===== src/rtl/if_fetch_stage.sv =====
// Instruction-fetch stage: owns the PC, pre-decodes JAL/B-type words for prediction and
// accepts EX redirects. Define IF_BHT_EN for a 2-bit BHT; otherwise B-types use static BTFN.
module if_fetch_stage #(
  parameter logic [31:0] RESET_PC  = 32'h0000_0000,
  parameter int          BHT_IDX_W = 6
) (
  input  logic        clk,
  input  logic        reset,
  input  logic [31:0] inst_mem_read_data,
  input  logic        EX_flush,
  input  logic [31:0] EX_redirect_pc,
  input  logic        EX_MEM_stall,
  input  logic        EX_branch_valid,
  input  logic [31:0] EX_branch_pc,
  input  logic        EX_branch_taken,
  output logic [31:0] inst_mem_addr,
  output logic [31:0] IF_pc,
  output logic        IF_take,
  output logic [31:0] IF_pred_target
);

  localparam logic [6:0] OpBranch = 7'b1100011;
  localparam logic [6:0] OpJal    = 7'b1101111;

  logic [31:0] pc_q, pc_d;
  logic [31:0] predImm;
  logic        isBranch, isJal, branchTake;

  assign isBranch = (inst_mem_read_data[6:0] == OpBranch);
  assign isJal    = (inst_mem_read_data[6:0] == OpJal);

  always_comb begin
    predImm = 32'd0;
    if (isBranch)
      predImm = {{19{inst_mem_read_data[31]}}, inst_mem_read_data[31], inst_mem_read_data[7],
                 inst_mem_read_data[30:25], inst_mem_read_data[11:8], 1'b0};
    else if (isJal)
      predImm = {{11{inst_mem_read_data[31]}}, inst_mem_read_data[31], inst_mem_read_data[19:12],
                 inst_mem_read_data[20], inst_mem_read_data[30:21], 1'b0};
  end

`ifdef IF_BHT_EN
  localparam int BhtN = 1 << BHT_IDX_W;

  logic [1:0]           bht_q [BhtN];
  logic [1:0]           bht_d;
  logic [BHT_IDX_W-1:0] lookupIdx, updateIdx;
  logic                 unused_ok;

  assign lookupIdx  = pc_q[BHT_IDX_W+1:2];
  assign updateIdx  = EX_branch_pc[BHT_IDX_W+1:2];
  assign branchTake = bht_q[lookupIdx][1];
  assign unused_ok  = ^{EX_redirect_pc[1:0], EX_branch_pc};

  // Saturating 2-bit counter step for the entry named by the resolving branch
  always_comb begin
    bht_d = bht_q[updateIdx];
    if (EX_branch_taken && bht_q[updateIdx] != 2'b11)
      bht_d = bht_q[updateIdx] + 2'b01;
    else if (!EX_branch_taken && bht_q[updateIdx] != 2'b00)
      bht_d = bht_q[updateIdx] - 2'b01;
  end

  always_ff @(posedge clk or posedge reset) begin
    if (reset) begin
      for (int i = 0; i < BhtN; i++)
        bht_q[i] <= 2'b01;
    end else if (EX_branch_valid) begin
      bht_q[updateIdx] <= bht_d;
    end
  end
`else
  logic unused_ok;

  // Backward branches (negative offset) predicted taken, forward not-taken
  assign branchTake = predImm[31];
  assign unused_ok  = ^{EX_redirect_pc[1:0], EX_branch_valid, EX_branch_pc, EX_branch_taken};
`endif

  assign IF_take        = isJal | (isBranch & branchTake);
  assign IF_pred_target = pc_q + predImm;
  assign inst_mem_addr  = pc_q;
  assign IF_pc          = pc_q;

  // Flush beats stall: a redirect must land even while the pipe is frozen
  always_comb begin
    if (EX_flush)
      pc_d = {EX_redirect_pc[31:2], 2'b00};
    else if (EX_MEM_stall)
      pc_d = pc_q;
    else if (IF_take)
      pc_d = IF_pred_target;
    else
      pc_d = pc_q + 32'd4;
  end

  always_ff @(posedge clk or posedge reset) begin
    if (reset)
      pc_q <= RESET_PC;
    else
      pc_q <= pc_d;
  end

endmodule


===== config.mk =====
export PLATFORM = sky130hd
export DESIGN_NAME = if_fetch_stage
export DESIGN_NICKNAME = d
export VERILOG_FILES = /design/src/rtl/if_fetch_stage.sv
export SDC_FILE = /design/constraint.sdc
export NUM_CORES = 1
export LEC_CHECK = 0
export CORE_MARGIN = 5
export CORE_UTILIZATION = 43
export DETAILED_ROUTE_END_ITERATION = 6
export GPL_TIMING_DRIVEN = 0
export PLACE_DENSITY = 0.87
export SKIP_CTS_REPAIR_TIMING = 1
export SYNTH_ARGS = -nofsm -noshare
export SYNTH_HDL_FRONTEND = slang
export SYNTH_SLANG_ARGS = --single-unit

===== constraint.sdc =====
create_clock -name clk -period 6.55 [get_ports clk]
set_clock_uncertainty 0.05 [all_clocks]
set_input_delay 1.6375 -clock clk [delete_from_list [all_inputs] [get_ports clk]]
set_output_delay 1.6375 -clock clk [all_outputs]
set_load 0.01 [all_outputs]

# [Yosys cells after proc, flatten, opt, wreduce, memory -nomap -nowiden]
# Cells that the tools add are included.
[totals] register_bits=32 output_inout_bits=97 elab_cells=13
[classes] n_addsub=2 eq_ne=3 mux=5 n_bitwise=2
[op_table] operator="$mux 32" n=5
[op_table] operator="$add 32x3->32 const B" n=1
[op_table] operator="$add 32x32->32" n=1
[op_table] operator="$eq 7x7->1 const B" n=2
[op_table] operator="$ne 2x2->1 const B" n=1
[op_table] operator="$and 1x1->1" n=1
[op_table] operator="$or 1x1->1" n=1

# [Logic depth before layout (Yosys ltp)]
[logic_depth] word_depth=8 mapped_depth=15

# [Worst setup path after synthesis]
# OpenSTA, ideal clock, no wires.
[synth_timing] kind="in2out" startpoint="in inst_mem_read_data[1]" endpoint="out IF_pred_target[31]" arrival_time_ps=4646 required_time_ps=4862 slack_ps=216 stages=14 n_path_buf=2 cell_sequence="nand4_1 -> or2_2 -> clkbuf_1 -> a21oi_1 -> and2_1 -> ha_1 -> clkbuf_1 -> nand2_1 -> or4_1 -> o21ai_0 -> a21oi_1 -> o41ai_1 -> nor2_1 -> xor2_1"
[synth_via] elab_chain_cells=4 word_cells_on_any_way=5
[synth_rtl] item="start, declared" line="9" source="input logic [31:0] inst_mem_read_data,"
[synth_rtl] item="$eq 7x7->1" line="30" source="assign isJal = (inst_mem_read_data[6:0] == OpJal);"
[synth_rtl] item="$mux 32" line="37" source="else if (isJal)"
[synth_rtl] item="$mux 32 (*)" line="34" source="if (isBranch)"
[synth_rtl] item="$add 32x32->32 (*)" line="81" source="assign IF_pred_target = pc_q + predImm;"
[synth_rtl] item="end, declared" line="19" source="output logic [31:0] IF_pred_target"
# Every way passes the cells marked *; elsewhere a longest branch is shown, timed or not.

# [Worst setup path in the final report]
[layout_timing] startpoint="in inst_mem_read_data[31]" endpoint="out IF_pred_target[31]"
[layout_via] elab_chain_cells=3
[layout_rtl] item="$mux 32" line="37"
[layout_rtl] item="$mux 32 (*)" line="34"
[layout_rtl] item="$add 32x32->32 (*)" line="81"
# Marks and branches as above.

==> impl_results.md <==
* Antenna violations before repair at 0
* CTS tree: built
* Top post-synthesis cells by area: dfrtp_1, ha_1, a21oi_1
* Slew Limit Headroom at 10.4%
* Die Y at 110 µm
* Commonest non-fill, non-tap cells in the layout: clkdlybuf4s50_1, nand2_1, buf_4
* Kind of end point of the critical path: primary output
* Yosys reg bits at 31
* Reg-to-Reg End: IF_pc[28]
* Port-buffer cells at 159
* DRC viols at 0
* Reg2reg start: IF_pc[3]
* Worst EP required at 4.86 ns
* Worst Setup EP: IF_pred_target[31]
* Drt pass-1 iters at 6
* Synth cell types at 60
* Fmax at 156 MHz
* First-pass GRT wire length at 25800 µm
* Largest register FFs at 31
* Clk sinks at 31
* Antenna diodes at 0
* Layout cells sized above 1 at approximately 18%
* Crit-path most repeated cell: nand2_1
* Pwr Density at 126 nW/µm²
* Asr flop ratio synth at 100%
* IO Pins at 199
* Most common cell after layout, fill and taps aside: clkdlybuf4s50_1
* Worst path depth at 14
* Register area share after synthesis at 17.9%
* H-tree depth at 2
* Post-Syn Area at 4330 µm²
* R2r setup slk at 3.10 ns
* P&R area growth vs syn at 56.0%
* FF+latch area at 776 µm²
* Critical path buffers and inverters at 3
* Root Buffer: clkbuf_8
* Pre-CTS setup slack at -1.60 ns
* Worst path max stage delay at between 0.4 and 0.5 ns
* Peak VDD IR at between 0.00006 and 0.00007 V
* DRC marker count from the first detailed-route iteration at 472
* Yosys warns at 0
* Die Area at 12200 µm²
* Total power at 0.000853 W
* Setup ws final at 0.123 ns
* CP Max Fanout at 10
* Max-cap viol count at 0
* Final setup viols at 0
* Post-DRT Antenna Nets at 0
* Wirelength per Cell at about 19 µm
* Final hold viol count at 0
* Final net count at 925
* Outcome: finished clean
* FF-to-FF path depth at 8
* Dpl cells at about 900
* Largest area contributor in the netlist: dfrtp_1
* Starting Density at 44.3%
* Worst-Margin Slew at 1.33 ns
* Final period util at a little under 100%
* Clock transition at path regs at around 0.07 ns
* Die Wd at 110 µm
* Vias after detailed routing at 5451
* Gp weighted congestion at roughly 0.96
* Synth Instances at 604
* Min-Delay Path Class: reg -> reg
* Vias in the first global route at 5018
* Grt ovf at 0
* Hold_sp: IF_pc[1]
* Top cell type's share of synthesized area at between 10% and 20%
* Critical path arrival at 4.74 ns
* TritonCTS buffer count at 5
* Worst path cell trace: clkdlybuf4s50_1, nand2_1, nor2_4, a21o_1, ha_1, buf_2, nand2_1, or4_4, o21ai_2, a21oi_4, o41ai_2, nor2_2, xor2_1, dlymetal6s2s_1
* Final Non-Filler Cells at 924
* Max Root-Sink Buffers at 2
* Crit path kind: in -> out
* Multi-input logic area at 3470 µm²
* Crit path max-delay family: simple AND/OR/NAND/NOR gates
* DP HPWL at 13400 µm
* Post-DR vias/cell at 5.90
* Fill cell count at 795
* Post-synth EDFFs at 0
* Core Util, Final at 69.0%
* Most used flip-flop cell after synthesis: dfrtp_1
* Crit start category: input pin
* CP max stage cell: or4_4
* Min Tclk post-route at 6.43 ns
* Core Box Area at slightly below 10000 µm²
* Largest net degree at the start of global routing at 32
* Setup_tns at 0 ns
* Clock Latency Late Sink at 0.29 ns
* Critical Path Start: inst_mem_read_data[31]
* Pleak at 3.11 nW
* Slew Viols, Final at 0
* Mean Syn Cell Area at 7.16 µm²
* Row count at 36
* Drt total wl at 17700 µm
* GR Util All Layers at 26.9%
synth_stat cells, drive strengths merged, types with 6 or more instances:
library cell,number
o22ai,6
xnor2,21
nand3,22
buf,38
a221oi,7
nor2b,6
a211oi,6
nor3,12
o21ai,44
and2,10
dfrtp,31
clkbuf,23
xor2,16
a21oi,57
a221o,6
nand2,65
a31oi,7
a21o,32
inv,20
nand2b,6
ha,31
nand4,14
nor2,57
kinds of logic (layout without fill, tap and decap cells):
| kind of cell | after synthesis | count (layout) | synth area share [%] |
|---|---|---|---|
| AOI/OAI and AO/OA | 203 | 203 | 30.1 |
| adders and majority gates | 32 | 32 | 9.43 |
| xor gates and xnor gates | 37 | 37 | 7.49 |
| muxes | 2 | 2 | 0.492 |
| buffers and inverters | 81 | 265 | 10.0 |
| DFF | 31 | 31 | 17.9 |
| other | 1 | 3 | 0.0867 |
| and+or+nand+nor | 217 | 218 | 24.5 |
final cells by class:
| cell class | count | area share [%] |
|---|---|---|
| Inverter | 20 | 1.11 |
| Tap cell | 133 | 2.47 |
| Clock inverter | 1 | 0.0742 |
| Buffer | 54 | 4.93 |
| Timing Repair Buffer | 184 | 27.2 |
| Multi-Input combinational cell | 495 | 51.5 |
| Clock buffer | 6 | 1.22 |
| Sequential cell | 31 | 11.5 |
power breakdown:
| part | leakage [nW] | switching, W | internal [W] |
|---|---|---|---|
| logic | 2.69 | 0.000200 | 0.000234 |
| registers | 0.377 | 0.0000476 | 0.000210 |
| clock network | 0.0470 | 0.0000788 | 0.0000825 |
| total | 3.11 | 0.000327 | 0.000526 |
how the worst min path moves through the flow:
| stage | to | slack, ns | cells after the start |
|---|---|---|---|
| after CTS | IF_pc[1] | 0.57 | 2 |
| after global placement | IF_pc[1] | 0.54 | 2 |
| after global routing | IF_pc[1] | 0.64 | 2 |
| after floorplan | IF_pc[1] | 0.55 | 2 |
| final | IF_pc[1] | 0.58 | 2 |
| after detailed placement | IF_pc[1] | 0.56 | 2 |
per-stage QoR:
step	area, µm²	hold WS [ns]
after floorplan	4330	0.555
after global placement	6090	0.537
after detailed placement	6090	0.562
after CTS	6180	0.575
after global routing	6750	0.643
final	6750	0.583
routing by layer:
layer  global-route usage (%)  wire (µm)  up-vias
li1                         -          -     2534
met1                     35.9       7050     2532
met2                     43.2       8270      338
met3                     5.71       1880       47
met4                     9.15        536        0
met5                        0          0        -
worst register-to-register path, delay by kind of cell, from the launching register on:
family                   cells  cell delay, ns
AND/OR/NAND/NOR              4            2.06
flip-flops                   1            0.50
AO/OA/AOI/OAI                2            0.32
adder cells (fa/ha/maj)      1            0.26
XOR/XNOR                     1            0.15
No activity file was read; power rests on OpenSTA's default activity.
